## src/rtl/regfile_wb_sequencer.sv

```systemverilog
// Write-back sequencer for the register file: queues execution results in a small FIFO,
// retires one per cycle, and keeps a busy scoreboard that blocks RAW/WAW hazards at issue.
module regfile_wb_sequencer #(
  parameter int DEPTH = 4
) (
  input  logic        clk,
  input  logic        reset,
  input  logic        issue_valid,
  input  logic [4:0]  issue_rs1,
  input  logic [4:0]  issue_rs2,
  input  logic [4:0]  issue_rd,
  input  logic        issue_wr,
  output logic        issue_ready,
  input  logic        result_valid,
  input  logic [4:0]  result_rd,
  input  logic [31:0] result_data,
  output logic        result_ready,
  output logic [4:0]  rf_rd,
  output logic [31:0] rf_din,
  output logic        rf_rw,
  output logic        rf_enable,
  output logic [31:0] busy,
  output logic        err_orphan
);

  localparam int AW = $clog2(DEPTH);
  localparam int PW = AW + 1;

  logic [4:0]    fifo_rd   [DEPTH];
  logic [31:0]   fifo_data [DEPTH];
  logic [PW-1:0] wr_ptr, rd_ptr;
  logic          full, empty, push, pop, issue_fire, orphan;
  logic [31:0]   busy_set, busy_clr, busy_next;

  // Pointers carry one extra wrap bit so full and empty are distinguishable.
  assign empty = (wr_ptr == rd_ptr);
  assign full  = (wr_ptr[PW-1] != rd_ptr[PW-1]) && (wr_ptr[AW-1:0] == rd_ptr[AW-1:0]);

  assign result_ready = !full;
  assign push         = result_valid && result_ready && (result_rd != 5'd0);
  assign pop          = !empty;
  assign orphan       = push && !busy[result_rd];

  assign issue_ready = !(busy[issue_rs1] | busy[issue_rs2] | (issue_wr & busy[issue_rd]));
  assign issue_fire  = issue_valid && issue_ready;

  // NOTE: every signal assigned in always_comb gets a default first so no latch is inferred.
  always_comb begin
    busy_set = '0;
    busy_clr = '0;
    if (issue_fire && issue_wr && (issue_rd != 5'd0)) busy_set[issue_rd] = 1'b1;
    if (rf_rw) busy_clr[rf_rd] = 1'b1;
  end

  // Set is applied after clear so it wins if both ever hit the same bit; x0 never goes busy.
  assign busy_next = ((busy & ~busy_clr) | busy_set) & 32'hFFFF_FFFE;

  // NOTE: the FIFO storage is deliberately not reset; only the pointers define valid entries.
  always_ff @(posedge clk) begin
    if (push) begin
      fifo_rd[wr_ptr[AW-1:0]]   <= result_rd;
      fifo_data[wr_ptr[AW-1:0]] <= result_data;
    end
  end

  // NOTE: sequential state uses non-blocking assignments so every register samples pre-edge values.
  always_ff @(posedge clk) begin
    if (reset) begin
      wr_ptr     <= '0;
      rd_ptr     <= '0;
      busy       <= '0;
      rf_rw      <= 1'b0;
      rf_rd      <= 5'd0;
      rf_din     <= 32'd0;
      rf_enable  <= 1'b0;
      err_orphan <= 1'b0;
    end else begin
      rf_enable <= 1'b1;
      busy      <= busy_next;
      rf_rw     <= pop;
      if (push) wr_ptr <= wr_ptr + PW'(1);
      if (pop) begin
        rd_ptr <= rd_ptr + PW'(1);
        rf_rd  <= fifo_rd[rd_ptr[AW-1:0]];
        rf_din <= fifo_data[rd_ptr[AW-1:0]];
      end
      if (orphan) err_orphan <= 1'b1;
    end
  end

endmodule
```

## config.mk

```make
export PLATFORM = sky130hd
export DESIGN_NAME = regfile_wb_sequencer
export DESIGN_NICKNAME = d
export VERILOG_FILES = /design/src/rtl/regfile_wb_sequencer.sv
export SDC_FILE = /design/constraint.sdc
export NUM_CORES = 1
export LEC_CHECK = 0
export BUFFER_PORTS_ARGS = -buffer_cell sky130_fd_sc_hd__buf_2
export CAP_MARGIN = 10
export CORE_UTILIZATION = 58
export DETAILED_ROUTE_END_ITERATION = 8
export GPL_ROUTABILITY_DRIVEN = 0
export GPL_TIMING_DRIVEN = 0
export PLACE_DENSITY = 0.88
export SYNTH_ARGS = -nofsm -noshare
export SYNTH_HDL_FRONTEND = slang
export SYNTH_SLANG_ARGS = --single-unit
```

## constraint.sdc

```tcl
create_clock -name clk -period 3.78 [get_ports clk]
set_clock_uncertainty 0.2 [all_clocks]
set_input_delay 0.378 -clock clk [delete_from_list [all_inputs] [get_ports clk]]
set_output_delay 0.378 -clock clk [all_outputs]
set_load 0.01 [all_outputs]
```

==> out/metrics.cfg, run 1 <==
[clock_tree]
clk_latency_ns = 0.51
clk_path_buf_depth = 3
ctsHoldBuffers = 35
clk_pin_slew_ns = 0.07
clock-root-buffer = clkbuf_16
numCtsBuffers = 22
cts_tree = yes
cts_setup_buffers = 0
cts-htree-levels = 1
clock_sinks = 225
ctsResizeCount = 0

[placed_design]
place_area_um2 = 10830
portBuffers = 123
dp_hpwl_um = 16230

[worst_setup_path]
worstPathRequired_ns = 3.20
critPathBufInv = 2
cp_cell_sequence = mux4_1 -> mux4_2 -> a211o_4 -> buf_6 -> nor2_1 -> buf_2
crit_path_max_fanout = 10
path_class = register to primary output
cp.depth = 6
reg2regPathDepth = 5
setup.worst_path.start_class = register
end_kind = primary output
cp.arrival_ns = 2.75
cpPeakStageDelay_ns = 0.54
crit_slowest_cell = mux4_1
path_delay_family = multiplexers

[run_status]
status = complete, no violations

[global_route]
grt_max_degree = 26
grt_antenna_before_repair = 0
gr-total-overflow = 0
grt_pass1_vias = 7240
track_usage_pct = 30.65
grt_pass1_wl_um = 40510

[route]
drt_iter0_drc = 745
antenna_left = 0
routed-via-count = 7064
vias_per_cell = 6.457
drc_errors = 0
drtPass1Iterations = 5
wire_per_inst_um = 24.04
wirelength_um = 26300

[floorplanning]
rows = 47
die_w_um = 132.3
die-area_um2 = 17520
initial_core_util_pct = 59.42
ioPinCount = 131
die_h_um = 132.3
core-area_um2 = 16580

[layout]
antenna_cells = 0
final_util_pct = 71.95
seq_area_um2 = 5986
fill_cells = 973
multiInputGateArea_um2 = 3560
area_growth_syn_to_layout_pct = 21.08
mostFrequentLayoutCell = edfxtp_1
finish.instance_area_um2 = 11930
finalNetCount = 920
layout_common_cells = edfxtp_1, buf_2, nand2_1
drive_gt1_share_pct = 32.15

[logic_synthesis]
avgSynthCellArea_um2 = 14.66
syn-cell-area_um2 = 9854
yosys-top-cells-area = edfxtp_1, dfxtp_1, mux4_2, o41ai_2, nand2_1
yosysUniqueCellTypes = 56
synth-seq-cells = 225
async_reset_ff_share_pct = 0
synth_top_area_cell = edfxtp_1
syn-num-nets = 734
ys.warnings.count = 0
synth_flop_cell = edfxtp_1
synth_seq_area_share_pct = 60.74
syn_inst = 672
netlist.area_leader.share_pct = 45.10
synth-edff-count = 148

[power_and_ir_drop]
ir_drop_uv = 549.7
p_leak_nw = 4.438
power_mw = 7.478
power_density_nw_per_um2 = 626.8

[timing]
max_freq_mhz = 300.2
rsz0062_at_grt = no
finalMaxSlewViolations = 0
min_period_over_period_pct = 88.12
finalCriticalPeriod_ns = 3.331
setup_viol = 0
hold_viol_final = 0
worst_slew_pin_slew_ns = 0.9369
slew_headroom_pct = 37.54

[worst_hold_path]
holdPathStages = 1
hold_class = input port to register

[job]
cap_violations = 0

Yosys cell counts (all sizes together), types with 15 or more instances:
| master | n |
|---|---|
| nand2 | 107 |
| clkbuf | 29 |
| a21oi | 40 |
| nor2 | 15 |
| dfxtp | 77 |
| o211ai | 18 |
| o41ai | 31 |
| mux4 | 60 |
| buf | 19 |
| nand3 | 25 |
| edfxtp | 148 |
| mux2i | 21 |
routing by layer:
metal / vias up / share of wire, % / track usage [%]
li1: 2983 / - / -
met1: 3490 / 35 / 38.00
met2: 514 / 51 / 52.69
met3: 77 / 10 / 5.113
met4: 0 / 3.7 / 14.50
met5: - / 0 / 0
path summary, 6_finish.rpt:
path,startpoint,endpoint,slack [ns]
setup / recovery,busy[13]$_SDFF_PP0_,issue_ready,0.45
hold / removal,result_rd[3],fifo_rd[1][3]$_DFFE_PP_,0.02
setup reg to reg,rd_ptr[0]$_SDFFE_PP0P_,rf_din[11]$_SDFFE_PP0P_,1.04
hold reg to reg,rf_din[31]$_SDFFE_PP0P_,rf_din[31]$_SDFFE_PP0P_,0.25
state kept, by name (all words and copies together) (netlist names):
register and count:
busy 31, rf_din 32, rf_enable 1, rf_rw 1, rd_ptr 3, fifo_data 128
rf_rd 5, fifo_rd 20, wr_ptr 3, err_orphan 1
layout make-up:
cell class	count	share of cell area (%)
clock buffer	26	5.086
timing repair buffer	162	8.767
clock inverter	14	1.206
sequential	225	50.17
buffer	51	2.412
multi-input combinational	389	29.83
inverter	7	0.2202
tap	220	2.307
worst reg2reg max path: cells and delay by family (launching register included):
family | cells | cell delay, ns
buffers and inverters | 2 | 1.13
muxes | 1 | 0.64
AOI/OAI and AO/OA | 1 | 0.10
DFF | 1 | 0.42
and+or+nand+nor | 1 | 0.12
metrics by stage:
stage / TNS, ns / hold slack, ns / setup slack, ns / std cells
global route: 0 / 0.03008 / 0.3757 / 1094
finish: 0 / 0.02162 / 0.4490 / 1094
detailed placement: 0 / 0.2404 / 0.6931 / 1019
global placement: -0.01629 / 0.2360 / -0.002051 / 1015
floorplan: 0 / 0.2761 / 0.9676 / 672
CTS: 0 / 0.01440 / 0.4468 / 1094
where the power goes:
group	total [mW]	leakage, nW	switching (mW)	internal (mW)
logic	2.08	2.09	1.29	0.789
registers	3.14	1.99	0.201	2.94
clock network	2.26	0.358	0.963	1.30
total	7.48	4.44	2.45	5.03
cell families after synthesis:
group,synth area share (%)
fa+ha+maj,0.6348
flops,60.74
other cells,0.03805
xor+xnor,0.6222
simple gates,8.405
mux,16.30
buf+inv,3.187
compound gates,10.07
Note: power is estimated with default switching activity, not from simulation.
==> inputs of run 2 (changes only) <==
Settings changed: MAX_ROUTING_LAYER set to met4.
==> run 2 against run 1 <==
Net effect: setup slack worse by 0.014 ns; sequential power hardly changed; global-route usage is 0.97 points higher; maximum frequency is 0.41% lower; clock power hardly changed; register-to-register slack hardly changed; critical endpoint unchanged; combinational power hardly changed.
==> out/metrics.cfg, run 2 (synthesis gave the netlist of run 1 again) <==
[worst_setup_path]
end_kind = primary output
regToRegStartpoint = rd_ptr[0]$_SDFFE_PP0P_
setup.worst_path.start_class = register
cp.arrival_ns = 2.77
crit_path_max_fanout = 10
reg2reg_slack_ns = 1.04
cpPeakStageDelay_ns = 0.55
worstPathRequired_ns = 3.20
r2r_end = rf_din[11]$_SDFFE_PP0P_
reg2regPathDepth = 5
crit_slowest_cell = mux4_1
cp_cell_sequence = mux4_1 -> mux4_2 -> a211o_4 -> buf_6 -> nor2_1 -> buf_2
path_class = register to primary output

[route]
drtPass1Iterations = 5
drc_errors = 0
antenna_left = 0
wirelength_um = 26260
drt_iter0_drc = 691
vias_per_cell = 6.441
wire_per_inst_um = 24.00
routed-via-count = 7046

[floorplanning]
ioPinCount = 131
core-area_um2 = 16580
initial_core_util_pct = 59.42
die_h_um = 132.3
die-area_um2 = 17520
rows = 47
die_w_um = 132.3

[clock_tree]
clk_path_buf_depth = 3
cts-htree-levels = 1
clock-root-buffer = clkbuf_16
clock_sinks = 225
clk_pin_slew_ns = 0.07
numCtsBuffers = 22
clk_latency_ns = 0.51
cts_tree = yes

[layout]
layout_common_cells = edfxtp_1, buf_2, nand2_1
area_growth_syn_to_layout_pct = 21.08
antenna_cells = 0
final_util_pct = 71.95
drive_gt1_share_pct = 32.15
mostFrequentLayoutCell = edfxtp_1
finish.instance_area_um2 = 11930
fill_cells = 973
finalNetCount = 920
stdcell_count = 1094
largest_register_ffs = 128

[timing]
finalCriticalPeriod_ns = 3.345
setup_viol = 0
rsz0062_at_grt = no
max_freq_mhz = 299.0
hold_slack_ns = 0.03389
finalMaxSlewViolations = 0
min_period_over_period_pct = 88.48
hold_viol_final = 0
worst_slew_pin_slew_ns = 0.9364
slew_headroom_pct = 37.58

[worst_hold_path]
holdPathStages = 1
hold_class = input port to register
hold_start = result_rd[3]
whs_endpoint = fifo_rd[1][3]$_DFFE_PP_

[global_route]
gr-total-overflow = 0
grt_antenna_before_repair = 0
grt_pass1_wl_um = 40460
grt_pass1_vias = 7240
grt_max_degree = 26
track_usage_pct = 31.62

[placed_design]
placedCellCount = 1019
place_area_um2 = 10830
dp_hpwl_um = 16230
portBuffers = 123

[power_and_ir_drop]
ir_drop_uv = 547.4
power_density_nw_per_um2 = 626.9
p_leak_nw = 4.438

[run_status]
status = complete, no violations

[job]
cap_violations = 0

-- run 2: stage by stage --
step / power, mW / worst slack (ns) / TNS [ns]
finish: 7.480 / 0.4354 / 0
global route: 7.730 / 0.3757 / 0
CTS: 7.372 / 0.4468 / 0
detailed placement: 5.097 / 0.6931 / 0
global placement: 4.976 / -0.002051 / -0.01629
floorplan: 4.393 / 0.9676 / 0
-- run 2: worst max-delay path: cells and delay by family (launching register included) --
kind / cells / cell delay (ns)
muxes: 2 / 1.04
AOI/OAI and AO/OA: 1 / 0.39
and+or+nand+nor: 1 / 0.11
DFF: 1 / 0.40
buffers and inverters: 2 / 0.32
-- run 2: final cells by class --
type                       instances  area, um2  share of cell area [%]
multi-input combinational        389       3560                   29.83
buffer                            51      287.8                   2.412
inverter                           7      26.28                  0.2202
sequential                       225       5986                   50.17
timing repair buffer             162       1046                   8.767
clock buffer                      26      606.8                   5.086
tap                              220      275.3                   2.307
clock inverter                    14      143.9                   1.206
-- run 2: worst max-delay path by stage --
stage | startpoint | to | slack [ns] | depth (start not counted)
after floorplan | result_rd[0] | fifo_data[3][0]$_DFFE_PP_ | 0.97 | 4
after global placement | result_rd[0] | fifo_data[3][6]$_DFFE_PP_ | -0.002 | 5
after detailed placement | issue_rs2[1] | issue_ready | 0.69 | 8
after CTS | busy[28]$_SDFF_PP0_ | issue_ready | 0.45 | 6
after global routing | busy[15]$_SDFF_PP0_ | issue_ready | 0.38 | 6
final | busy[28]$_SDFF_PP0_ | issue_ready | 0.44 | 6
-- run 2: report_power, final --
part	switching (mW)	internal, mW
Sequential	0.200	2.94
Clock	0.968	1.30
Combinational	1.28	0.789
Total	2.45	5.03
-- run 2: what timing repair did --
action                                 in CTS  in global routing
setup buffers                               0                  0
gates resized for setup                     0                  0
endpoints found under the hold margin     140                  0
hold buffers                               35                  0
-- run 2: metal layers --
layer  up-vias  part of all wire (%)  global-route usage (%)
li1       2984                     -                       -
met1      3438                    35                   37.92
met2       512                    51                   52.78
met3       112                   9.7                   5.075
met4         0                   4.4                   14.50
met5         -                     0                       -
